File: src/rtl/ppfifo_write_arbiter.sv
// ppfifo_write_arbiter: round-robin arbiter that lets two burst producers share the write side of one ping-pong FIFO.
// Optional build macro PPFIFO_WR_ARB_TIMEOUT_EN adds a TIMEOUT-cycle idle release of partially filled buffers.
`default_nettype none

module ppfifo_write_arbiter #(
  parameter int DATA_WIDTH = 32,
  parameter int TIMEOUT    = 64
) (
  input  logic                  clk,
  input  logic                  rst,
  input  logic                  i_req0,
  input  logic                  i_strobe0,
  input  logic [DATA_WIDTH-1:0] i_data0,
  input  logic                  i_last0,
  output logic                  o_grant0,
  output logic                  o_ready0,
  input  logic                  i_req1,
  input  logic                  i_strobe1,
  input  logic [DATA_WIDTH-1:0] i_data1,
  input  logic                  i_last1,
  output logic                  o_grant1,
  output logic                  o_ready1,
  input  logic [1:0]            i_write_ready,
  input  logic [23:0]           i_write_fifo_size,
  output logic [1:0]            o_write_activate,
  output logic                  o_write_strobe,
  output logic [DATA_WIDTH-1:0] o_write_data
);

  localparam logic [15:0] TIMEOUT_LIMIT = 16'(TIMEOUT);

  typedef enum logic [2:0] {
    IDLE     = 3'd0,
    ACTIVATE = 3'd1,
    XFER     = 3'd2,
    RELEASE  = 3'd3,
    SWAP     = 3'd4
  } state_t;

  state_t                  state, state_nxt;
  logic [1:0]              grant, grant_nxt;
  logic [1:0]              activate, activate_nxt;
  logic                    write_strobe, write_strobe_nxt;
  logic [DATA_WIDTH-1:0]   write_data, write_data_nxt;
  logic [23:0]             count, count_nxt;
  logic                    owner, owner_nxt;
  logic                    last_owner, last_owner_nxt;
  logic                    cur_buf, cur_buf_nxt;

  logic                    ready0, ready1;
  logic                    sel_req, sel_strobe, sel_last, sel_ready;
  logic [DATA_WIDTH-1:0]   sel_data;
  logic                    accept;
  logic [23:0]             count_inc;
  logic                    timeout_hit;
  logic                    pick;

  assign ready0 = (state == XFER) && grant[0] && (count < i_write_fifo_size);
  assign ready1 = (state == XFER) && grant[1] && (count < i_write_fifo_size);

  assign sel_req    = owner ? i_req1    : i_req0;
  assign sel_strobe = owner ? i_strobe1 : i_strobe0;
  assign sel_last   = owner ? i_last1   : i_last0;
  assign sel_data   = owner ? i_data1   : i_data0;
  assign sel_ready  = owner ? ready1    : ready0;
  assign accept     = sel_ready && sel_strobe;
  assign count_inc  = count + 24'd1;

  // Tie goes to whoever was not served last; a sole requester always wins.
  assign pick = (i_req0 && i_req1) ? ~last_owner : i_req1;

`ifdef PPFIFO_WR_ARB_TIMEOUT_EN
  logic [15:0] idle_cnt;

  always_ff @(posedge clk) begin
    if (rst) begin
      idle_cnt <= '0;
    end else if ((state != XFER) || accept) begin
      idle_cnt <= '0;
    end else if (count != 24'd0) begin
      idle_cnt <= idle_cnt + 16'd1;
    end
  end

  assign timeout_hit = (state == XFER) && !accept && (count != 24'd0) &&
                       ((idle_cnt + 16'd1) == TIMEOUT_LIMIT);
`else
  // Idle release compiled out; TIMEOUT only shapes the optional counter.
  assign timeout_hit = 1'b0 && (TIMEOUT_LIMIT != 16'd0);
`endif

  always_comb begin
    state_nxt        = state;
    grant_nxt        = grant;
    activate_nxt     = activate;
    write_strobe_nxt = 1'b0;
    write_data_nxt   = write_data;
    count_nxt        = count;
    owner_nxt        = owner;
    last_owner_nxt   = last_owner;
    cur_buf_nxt      = cur_buf;

    case (state)
      IDLE: begin
        if ((i_req0 || i_req1) && (i_write_ready != 2'b00)) begin
          cur_buf_nxt  = ~i_write_ready[0];
          activate_nxt = i_write_ready[0] ? 2'b01 : 2'b10;
          owner_nxt    = pick;
          grant_nxt    = pick ? 2'b10 : 2'b01;
          state_nxt    = ACTIVATE;
        end
      end

      ACTIVATE: begin
        count_nxt = '0;
        state_nxt = XFER;
      end

      XFER: begin
        if (accept) begin
          write_strobe_nxt = 1'b1;
          write_data_nxt   = sel_data;
          count_nxt        = count_inc;
          if (sel_last || !sel_req) begin
            grant_nxt = 2'b00;
            state_nxt = RELEASE;
          end else if (count_inc >= i_write_fifo_size) begin
            state_nxt = SWAP;
          end
        end else if (!sel_req) begin
          grant_nxt = 2'b00;
          state_nxt = RELEASE;
        end else if (count >= i_write_fifo_size) begin
          // An empty buffer with nothing to hold is released rather than swapped.
          if (count == 24'd0) begin
            grant_nxt = 2'b00;
            state_nxt = RELEASE;
          end else begin
            state_nxt = SWAP;
          end
        end else if (timeout_hit) begin
          state_nxt = SWAP;
        end
      end

      RELEASE: begin
        activate_nxt   = 2'b00;
        last_owner_nxt = owner;
        state_nxt      = IDLE;
      end

      SWAP: begin
        if (activate != 2'b00) begin
          activate_nxt = 2'b00;
        end else if (i_write_ready[0] && (i_write_ready[1] || cur_buf)) begin
          activate_nxt = 2'b01;
          cur_buf_nxt  = 1'b0;
          state_nxt    = ACTIVATE;
        end else if (i_write_ready[1] && !cur_buf) begin
          activate_nxt = 2'b10;
          cur_buf_nxt  = 1'b1;
          state_nxt    = ACTIVATE;
        end
      end

      default: begin
        grant_nxt    = 2'b00;
        activate_nxt = 2'b00;
        state_nxt    = IDLE;
      end
    endcase
  end

  always_ff @(posedge clk) begin
    if (rst) begin
      state        <= IDLE;
      grant        <= 2'b00;
      activate     <= 2'b00;
      write_strobe <= 1'b0;
      write_data   <= '0;
      count        <= '0;
      owner        <= 1'b0;
      last_owner   <= 1'b1;
      cur_buf      <= 1'b0;
    end else begin
      state        <= state_nxt;
      grant        <= grant_nxt;
      activate     <= activate_nxt;
      write_strobe <= write_strobe_nxt;
      write_data   <= write_data_nxt;
      count        <= count_nxt;
      owner        <= owner_nxt;
      last_owner   <= last_owner_nxt;
      cur_buf      <= cur_buf_nxt;
    end
  end

  assign o_grant0         = grant[0];
  assign o_grant1         = grant[1];
  assign o_ready0         = ready0;
  assign o_ready1         = ready1;
  assign o_write_activate = activate;
  assign o_write_strobe   = write_strobe;
  assign o_write_data     = write_data;

endmodule

`default_nettype wire
File: config.mk
export PLATFORM = sky130hd
export DESIGN_NAME = ppfifo_write_arbiter
export DESIGN_NICKNAME = d
export VERILOG_FILES = /design/src/rtl/ppfifo_write_arbiter.sv
export SDC_FILE = /design/constraint.sdc
export NUM_CORES = 1
export LEC_CHECK = 0
export CAP_MARGIN = 0
export CORE_UTILIZATION = 29
export DETAILED_ROUTE_END_ITERATION = 10
export PLACE_DENSITY_LB_ADDON = 0.15
export SYNTH_ARGS = -nofsm -noshare
export SYNTH_HDL_FRONTEND = slang
export SYNTH_SLANG_ARGS = --single-unit
File: constraint.sdc
create_clock -name clk -period 4.5 [get_ports clk]
set_input_delay 0.45 -clock clk [delete_from_list [all_inputs] [get_ports clk]]
set_output_delay 0.45 -clock clk [all_outputs]
set_load 0.01 [all_outputs]
==> impl_metrics.csv, run 1 <==
group,metric,value,unit
layout,stdcell_count,915,
global_routing,grt_pass1_vias,4455,
pwr,leakage,2.57,nW
timing,slew_violations,0,
yosys,synth_warnings,0,
setup_path,r2r_cells,14,
yosys,netlist_top_cells_area,"dfxtp_1, ha_1, mux2i_1",
timing,max_slew_margin,44.4,%
setup_path,crit_chain,"ha_1, nand4_1, nor3b_4, nand2_2, nor2_2, and4_1, xor2_1, ha_1, a21o_1, a2111oi_0, o211a_1, o21ai_0, o21a_1, a221oi_2",
timing,fin_crit,3.77,ns
floorplanning,die_h,129,µm
setup_path,critical_path_class,"reg -> reg",
setup_path,slowest_delay,0.46,ns
layout,areaGrowthSynthToFinish,40.6,%
clocking,cts_tree,"done",
detailed_routing,wl_met2,6230,µm
detailed_routing,ant_nets,0,
global_routing,overflow,0,
setup_path,cp.arrival,4.02,ns
setup_path,cpLargestDelayFamily,"compound AO/OA/AOI/OAI gates",
timing,rsz0062_at_grt,"false",
clocking,cts-root-buf,"clkbuf_16",
timing,fmax,0.265,GHz
place,port-buffer-count,136,
pwr,powerDensity,271,mW/mm²
floorplanning,core,0.0158,mm²
clocking,postCtsSetupRepairBufs,0,
place,placed_cells,899,
timing,hold_violations,0,
hold_path,min_path_type,"reg -> reg",
yosys,synthFlopType,"dfxtp_1",
setup_path,r2r-start,"count[0]$_SDFFE_PP0P_",
timing,fin_hold_ws,0.495,ns
place,dpl_worst_slack,0.721,ns
setup_path,crit_path_start,"count[0]$_SDFFE_PP0P_",
floorplanning,start_util,29.5,%
yosys,synth_top_area_share,28.7,%
floorplanning,io_pins,137,
pwr,seqPwrFrac,35.1,%
yosys,syn_inst,571,
yosys,synth_area_leader_cell,"dfxtp_1",
detailed_routing,top_layer_used,"met4",
place,routabilityCongestion,0.862,
detailed_routing,drc,0,
detailed_routing,m1WireLength,6320,µm
clocking,clkLatencyLatePin,0.34,ns
setup_path,r2r_end,"state[1]$_SDFFE_PP0P_",
place,hpwlAfterDp,10600,µm
timing,worst_slack,0.733,ns
floorplanning,rows,46,
yosys,ys_seq_area_share,28.7,%
yosys,synth_cell_types,63,
global_routing,grt_start_max_net_pins,42,
timing,setup_tns,0,ns
yosys,synth_edf_count,0,
global_routing,grt_antenna_before_repair,0,
pwr,ir_worst_vdd,0.134,mV
timing,tightest_slew,0.834,ns
timing,setup_viol,0,
run_status,outcome,"complete, no violations",
layout,final_util,41.5,%
detailed_routing,drt_iter0_drc,181,
setup_path,worst-path-stages,14,
setup_path,endpoint,"state[1]$_SDFFE_PP0P_",
yosys,syn_nets,719,
setup_path,cp_data_required_time,4.76,ns
yosys,postSynthAreaPerCell,8.18,µm²
setup_path,r2r_setup_slack,0.73,ns
pwr,swShare,25.4,%
layout,nets,842,
clocking,cts_hold_buf,0,
detailed_routing,num_vias,4502,
clocking,cts.repair.resized,0,
layout,num_antenna_cells,0,
detailed_routing,dr_wl_met3,1040,µm
timing,finClkSkew,0.00834,ns
yosys,ys_seq_elements,67,
pwr,comb_power_share,18.5,%
setup_path,cp_common_cell,"ha_1",
floorplanning,die_x,129,µm
detailed_routing,wire_per_inst,15.0,µm
layout,drive_gt1_share,6.29,%
setup_path,endpoint_kind,"flop",
clocking,cts_max_level,3,
setup_path,crit_path_start_kind,"flop",
global_routing,grt_use_total,17.4,%
setup_path,worst-path-buf-inv,0,
detailed_routing,routed_wl,13800,µm
clocking,cts-buffers-inserted,9,
setup_path,cp_max_fo,7,
timing,fin_crit_sh,83.7,%
pwr,p_clk_share,46.5,%
job,drv_cap,0,
clocking,clockBufferDepth,2,
setup_path,slowest_stage,"dfxtp_1",
pwr,p_int,1.33,mW
pwr,switching_power,0.451,mW
yosys,synth_area,0.00467,mm²
yosys,async_flop_share,0,%
detailed_routing,dr.pass1.iters,7,
clocking,cts.sink_count,67,
clocking,clk_pin_slew_worst_paths,0.06,ns
floorplanning,dieArea,0.0166,mm²
global_routing,grt_pass1_wl,22400,µm
detailed_routing,viasPerCell,4.92,
-- state kept, by name (all words and copies together) (netlist names) --
signal,count
count,24
owner,1
o_write_strobe,1
cur_buf,1
last_owner,1
grant,2
o_write_activate,2
state,3
o_write_data,32
-- cell usage in the layout (no fill, tap or decap), types with 6 or more instances in the layout --
master,count
nor2_1,61
nand2_1,50
nand4_1,11
a21oi_1,49
clkbuf_16,9
xor2_1,11
nand3_1,21
o21ai_0,15
nor4_1,6
a21o_1,7
dfxtp_1,66
a211oi_1,35
xnor2_1,10
clkdlybuf4s50_1,135
buf_4,7
nor3_1,12
mux2i_1,33
ha_1,50
inv_1,33
nand2b_1,6
-- worst min-delay path by stage --
stage,end,startpoint,depth (start not counted),slack [ns]
2_1_floorplan,cur_buf$_SDFFE_PP0P_,cur_buf$_SDFFE_PP0P_,2,0.46
3_3_place_gp,cur_buf$_SDFFE_PP0P_,cur_buf$_SDFFE_PP0P_,2,0.47
3_5_place_dp,o_write_data[20]$_SDFFE_PP0P_,o_write_data[20]$_SDFFE_PP0P_,2,0.49
4_1_cts,o_write_data[20]$_SDFFE_PP0P_,o_write_data[20]$_SDFFE_PP0P_,2,0.50
5_1_grt,o_write_data[21]$_SDFFE_PP0P_,o_write_data[21]$_SDFFE_PP0P_,2,0.52
6_report,cur_buf$_SDFFE_PP0P_,cur_buf$_SDFFE_PP0P_,2,0.50
-- logic make-up after synthesis --
| family | after synthesis | synth area share [%] |
|---|---|---|
| XOR/XNOR | 22 | 4.28 |
| multiplexers | 33 | 7.07 |
| flip-flops | 67 | 28.7 |
| AND/OR/NAND/NOR | 199 | 21.5 |
| AO/OA/AOI/OAI | 136 | 19.5 |
| buffers and inverters | 64 | 5.54 |
| adder cells (fa/ha/maj) | 50 | 13.4 |
-- power by group through the flow --
| stage | Sequential (mW) | Combinational, mW | Clock, mW |
|---|---|---|---|
| floorplan | 0.636 | 0.169 | 0 |
| global placement | 0.635 | 0.327 | 0 |
| detailed placement | 0.636 | 0.330 | 0 |
| CTS | 0.623 | 0.332 | 0.848 |
| global route | 0.626 | 0.361 | 0.880 |
| finish | 0.623 | 0.328 | 0.826 |
-- cell type report --
type                       count  area (µm²)
clock buffer                  11         243
clock inverter                 5         100
fill                        1573        9260
inverter                      33         124
multi-input combinational    440        3080
sequential                    67        1340
tap                          216         270
timing repair buffer         143        1410
-- worst reg2reg max path, cell delays in order (launching register included) --
cell and delay, ns:
dfxtp_1 0.46, ha_1 0.25, nand4_1 0.20, nor3b_4 0.36, nand2_2 0.13, nor2_2 0.21
and4_1 0.29, xor2_1 0.18, ha_1 0.27, a21o_1 0.16, a2111oi_0 0.45, o211a_1 0.22
o21ai_0 0.14, o21a_1 0.16, a221oi_2 0.21
-- cell usage after synthesis, drive strengths merged, types with 3 or more instances --
library cell  instances
xnor2                10
a21o                  7
mux2i                33
dfxtp                67
nand2b                6
nor3                 13
o21a                  3
nor4                  7
xor2                 12
nand3b                5
nand3                23
and3                  5
nand4                12
o21ai                17
clkbuf               17
ha                   50
a21oi                50
inv                  33
a211oi               36
a21boi                3
nand2                52
buf                  14
nor2                 64
-- routing by layer --
layer | GRT usage, % | vias up
met5 | 0 | -
met3 | 5.57 | 11
met1 | 21.3 | 2045
li1 | - | 2305
met2 | 28.6 | 141
met4 | 6.30 | 0
-- metrics by stage --
stage                     total power [mW]  instance area (µm²)
after detailed placement             0.967                 6220
after global routing                  1.87                 6570
final                                 1.78                 6570
after global placement               0.962                 6220
after CTS                             1.80                 6570
after floorplan                      0.804                 4670
Power figures use the tool's default switching activity.
==> run 2: changes to the inputs <==
Clock period 4.5 ns to 3.6 ns, I/O delays scaled along.
==> impl_metrics.csv, run 2 (synthesis results as in run 1) <==
group,metric,value,unit
run_status,outcome,"complete, no violations",
clocking,clockBufferDepth,2,
layout,multiInputGateArea,0.00311,mm²
floorplanning,rows,46,
global_routing,overflow,0,
timing,hold_violations,0,
clocking,cts_hold_buf,0,
pwr,p_clk_share,43.6,%
layout,ff_latch_area,0.00135,mm²
setup_path,worst-path-stages,14,
layout,nets,851,
hold_path,holdCritStartpoint,"o_write_data[7]$_SDFFE_PP0P_",
job,drv_cap,0,
detailed_routing,num_vias,4519,
detailed_routing,routed_wl,13900,µm
timing,fin_crit_sh,92.8,%
layout,num_antenna_cells,0,
setup_path,critical_path_class,"reg -> reg",
setup_path,crit_chain,"ha_1, nand4_1, nor3b_4, nand2_2, nor2_4, and4_4, xor2_1, ha_1, a21o_1, a2111oi_4, o211a_1, o21ai_0, o21a_1, a221oi_2",
setup_path,r2r_cells,14,
timing,finClkSkew,0.0105,ns
layout,largest_reg_flops,32,
pwr,powerDensity,319,mW/mm²
pwr,seqPwrFrac,36.8,%
pwr,leakage,2.60,nW
timing,fmax,0.299,GHz
global_routing,grt_pass1_wl,22200,µm
pwr,comb_power_share,19.6,%
pwr,p_int,1.53,mW
clocking,clkLatencyLatePin,0.34,ns
pwr,swShare,27.9,%
setup_path,cp_max_fo,7,
detailed_routing,drt_iter0_drc,185,
detailed_routing,ant_nets,0,
detailed_routing,dr.pass1.iters,7,
place,port-buffer-count,136,
global_routing,grt_start_max_net_pins,73,
setup_path,worst-path-buf-inv,0,
floorplanning,dieArea,0.0166,mm²
setup_path,cpLargestDelayFamily,"compound AO/OA/AOI/OAI gates",
clocking,cts.sink_count,67,
place,hpwlAfterDp,10500,µm
timing,tightest_slew,0.914,ns
setup_path,slowest_delay,0.39,ns
clocking,cts_max_level,3,
place,postPlaceCellArea,0.00630,mm²
setup_path,crit_path_start_kind,"flop",
floorplanning,core,0.0158,mm²
detailed_routing,wire_per_inst,15.0,µm
setup_path,cp_common_cell,"ha_1",
layout,final_common_cell,"clkdlybuf4s50_1",
layout,layout_common_cells,"clkdlybuf4s50_1, nor2_1, dfxtp_1",
clocking,cts-root-buf,"clkbuf_16",
global_routing,grt_use_total,17.3,%
clocking,cts_tree,"done",
clocking,clk_pin_slew_worst_paths,0.06,ns
setup_path,cp_data_required_time,3.85,ns
global_routing,grt_antenna_before_repair,0,
floorplanning,die_h,129,µm
timing,fin_crit,3.34,ns
hold_path,min_path_type,"reg -> reg",
detailed_routing,viasPerCell,4.89,
layout,final_util,42.0,%
layout,fin_area,0.00665,mm²
timing,setup_tns,0,ns
clocking,postCtsSetupRepairBufs,0,
hold_path,hold_end,"o_write_data[7]$_SDFFE_PP0P_",
pwr,finalPower,2.12,mW
hold_path,holdPathStages,2,
setup_path,slowest_stage,"dfxtp_2",
floorplanning,die_x,129,µm
place,routabilityCongestion,0.874,
layout,nFillCells,1583,
timing,max_slew_margin,39.1,%
setup_path,r2r_end,"state[1]$_SDFFE_PP0P_",
setup_path,cp.arrival,3.59,ns
pwr,switching_power,0.592,mW
detailed_routing,drc,0,
setup_path,r2r-start,"count[0]$_SDFFE_PP0P_",
floorplanning,io_pins,137,
setup_path,endpoint_kind,"flop",
pwr,ir_worst_vdd,0.213,mV
layout,drive_gt1_share,8.76,%
timing,slew_violations,0,
floorplanning,start_util,29.5,%
global_routing,grt_pass1_vias,4417,
setup_path,r2r_setup_slack,0.26,ns
clocking,cts-buffers-inserted,9,
layout,areaGrowthSynthToFinish,42.3,%
timing,fin_hold_ws,0.498,ns
timing,setup_viol,0,
==> run 2: routing by layer <==
metal,GRT usage (%),part of all wire [%],vias to the layer above,wire (µm)
li1,-,-,2316,-
met1,20.8,44,2059,6100
met2,28.7,46,134,6410
met3,7.03,8.4,10,1170
met4,4.36,1.3,0,180
met5,0,0,-,0
==> run 2: area by class of cell <==
class	instances	share of cell area (%)
flip-flops and latches	67	20.3
clock inverters	6	1.07
multi-input cells	440	46.7
repair buffers	152	22.4
clock buffers	10	3.59
inverters	33	1.86
well taps	216	4.06
==> run 2: worst min-delay path, delay by kind of cell (launching register included) <==
family	cells	cell delay (ns)
AO/OA/AOI/OAI	1	0.05
flip-flops	1	0.31
AND/OR/NAND/NOR	1	0.09
==> run 2: worst max-delay path by stage <==
stage	startpoint	endpoint	slack [ns]
3_5_place_dp	count[0]$_SDFFE_PP0P_	state[1]$_SDFFE_PP0P_	0.005
5_1_grt	count[0]$_SDFFE_PP0P_	state[1]$_SDFFE_PP0P_	-0.006
4_1_cts	count[0]$_SDFFE_PP0P_	state[1]$_SDFFE_PP0P_	0.03
6_report	count[0]$_SDFFE_PP0P_	state[1]$_SDFFE_PP0P_	0.26
3_3_place_gp	i_write_fifo_size[23]	grant[1]$_SDFFE_PP0P_	0.12
2_1_floorplan	count[2]$_SDFFE_PP0P_	state[1]$_SDFFE_PP0P_	0.30
==> run 2: timing repair <==
action | in CTS | in global routing
pin swaps | 0 | 1
resized for setup | 1 | 10
setup endpoints to repair | 1 | 3
==> run 2: power by group through the flow <==
stage / combinational [mW] / clock (mW) / sequential, mW
2_1_floorplan: 0.211 / 0 / 0.795
3_3_place_gp: 0.413 / 0 / 0.796
3_5_place_dp: 0.415 / 0 / 0.797
4_1_cts: 0.418 / 0.953 / 0.781
5_1_grt: 0.457 / 0.978 / 0.784
6_report: 0.416 / 0.926 / 0.780
==> run 2: per-stage QoR <==
stage / setup slack (ns) / instances
after global placement: 0.122 / 908
after global routing: -0.00553 / 924
after detailed placement: 0.00459 / 908
after CTS: 0.0260 / 924
final: 0.258 / 924
after floorplan: 0.302 / 571
==> run 3: changes to the inputs <==
==> constraint.sdc (replaced) <==
create_clock -name clk -period 3.7 [get_ports clk]
set_input_delay 0.74 -clock clk [delete_from_list [all_inputs] [get_ports clk]]
set_output_delay 0.74 -clock clk [all_outputs]
set_load 0.01 [all_outputs]
==> impl_metrics.csv, run 3 (synthesis results as in run 1) <==
group,metric,value,unit
timing,setup_viol,0,
layout,stdcell_count,966,
floorplanning,rows,46,
clocking,cts.sink_count,67,
place,dpl_worst_slack,-0.267,ns
job,drv_cap,0,
floorplanning,io_pins,137,
setup_path,cp.arrival,2.86,ns
timing,rsz0062_at_grt,"false",
floorplanning,start_util,29.5,%
timing,finClkSkew,0.00762,ns
clocking,clk_pin_slew_worst_paths,0.05,ns
layout,nets,893,
place,hpwlAfterDp,11100,µm
hold_path,min_path_type,"reg -> reg",
clocking,cts-buffers-inserted,9,
layout,num_antenna_cells,0,
timing,fmax,0.278,GHz
timing,fin_crit,3.60,ns
layout,drive_gt1_share,13.1,%
place,port-buffer-count,136,
floorplanning,die_h,129,µm
detailed_routing,ant_nets,0,
detailed_routing,num_vias,4654,
detailed_routing,viasPerCell,4.82,
setup_path,r2r_cells,14,
place,placed_cells,949,
pwr,powerDensity,305,mW/mm²
global_routing,grt_pass1_wl,22600,µm
floorplanning,die_x,129,µm
setup_path,cp_data_required_time,2.96,ns
place,routabilityCongestion,0.811,
timing,fin_crit_sh,97.3,%
layout,ff_latch_area,0.00134,mm²
clocking,cts_hold_buf,0,
setup_path,crit_path_start_kind,"input port",
layout,multiInputGateArea,0.00311,mm²
floorplanning,dieArea,0.0166,mm²
detailed_routing,routed_wl,14000,µm
setup_path,cp_max_fo,3,
global_routing,grt_use_total,17.4,%
hold_path,holdPathStages,2,
pwr,finalPower,2.14,mW
global_routing,grt_antenna_before_repair,0,
setup_path,critical_path_class,"in -> out",
pwr,leakage,2.83,nW
floorplanning,core,0.0158,mm²
setup_path,endpoint_kind,"output port",
timing,worst_slack,0.100,ns
global_routing,grt_start_max_net_pins,43,
detailed_routing,wire_per_inst,14.5,µm
timing,slew_violations,0,
global_routing,grt_pass1_vias,4557,
global_routing,overflow,0,
timing,tightest_slew,0.889,ns
detailed_routing,drc,0,
clocking,cts_max_level,3,
layout,nFillCells,1551,
layout,largest_reg_flops,32,
timing,hold_violations,0,
clocking,clkLatencyLatePin,0.34,ns
layout,final_common_cell,"clkdlybuf4s50_1",
layout,layout_common_cells,"clkdlybuf4s50_1, dfxtp_1, nor2_1",
pwr,ir_worst_vdd,0.195,mV
layout,fin_area,0.00700,mm²
clocking,clockBufferDepth,2,
clocking,cts-root-buf,"clkbuf_16",
detailed_routing,drt_iter0_drc,199,
detailed_routing,dr.pass1.iters,7,
timing,max_slew_margin,40.8,%
clocking,cts_tree,"done",
place,postPlaceCellArea,0.00664,mm²
run_status,outcome,"complete, no violations",
layout,areaGrowthSynthToFinish,49.9,%
[run 3: cell types whose count changed in the layout (fill, tap and decap cells not counted), sizes merged, moves of 2 or more]
cell and change:
buf +42, clkbuf +2, dlygate4sd2 +2, clkdlybuf4s50 -2
inv -2
[run 3: where the power goes]
group          total (mW)  switching, mW  internal [mW]
combinational       0.430          0.204          0.226
sequential          0.759         0.0187          0.740
clock               0.951          0.325          0.626
total                2.14          0.547           1.59
[run 3: worst max-delay path: stages]
cell and delay [ns]:
clkdlybuf4s50_1 0.46, inv_1 0.05, ha_1 0.30, nand4_1 0.19
nor4_2 0.33, buf_4 0.18, o311ai_4 0.12, nand3_2 0.14
nor2_1 0.07, dlygate4sd2_1 0.28
[run 3: worst paths after layout]
path / from / to / slack [ns]
min: o_write_data[9]$_SDFFE_PP0P_ / o_write_data[9]$_SDFFE_PP0P_ / 0.49
max: i_write_fifo_size[9] / o_ready0 / 0.10
max reg2reg: count[0]$_SDFFE_PP0P_ / state[1]$_SDFFE_PP0P_ / 0.26
min reg2reg: o_write_data[9]$_SDFFE_PP0P_ / o_write_data[9]$_SDFFE_PP0P_ / 0.49
[run 3: repair_timing]
item                       in CTS  in global routing
setup buffers                   0                  1
hold endpoints to repair        0                  0
pin swaps                       1                  3
setup endpoints to repair       2                  3
resized for setup               3                  3
[run 3: final cells by class]
cell class / instances / area share, %
Tap cell: 216 / 3.86
Sequential cell: 67 / 19.2
Timing Repair Buffer: 194 / 26.1
Clock inverter: 4 / 1.04
Inverter: 33 / 1.77
Clock buffer: 12 / 3.66
Multi-Input combinational cell: 440 / 44.4
[run 3: metal layers]
metal / GRT usage (%) / wire length [µm]
met1: 21.1 / 6360
met2: 29.9 / 6580
met3: 4.45 / 870
met4: 6.09 / 242
met5: 0 / 0
[run 3: metrics by stage]
| step | utilization [%] | setup TNS [ns] | hold slack [ns] |
|---|---|---|---|
| floorplan | - | 0 | 0.458 |
| global placement | 41.9 | -0.509 | 0.471 |
| detailed placement | 41.9 | -0.770 | 0.491 |
| CTS | 44.0 | 0 | 0.499 |
| global route | 44.3 | 0 | 0.516 |
| finish | 44.3 | 0 | 0.494 |
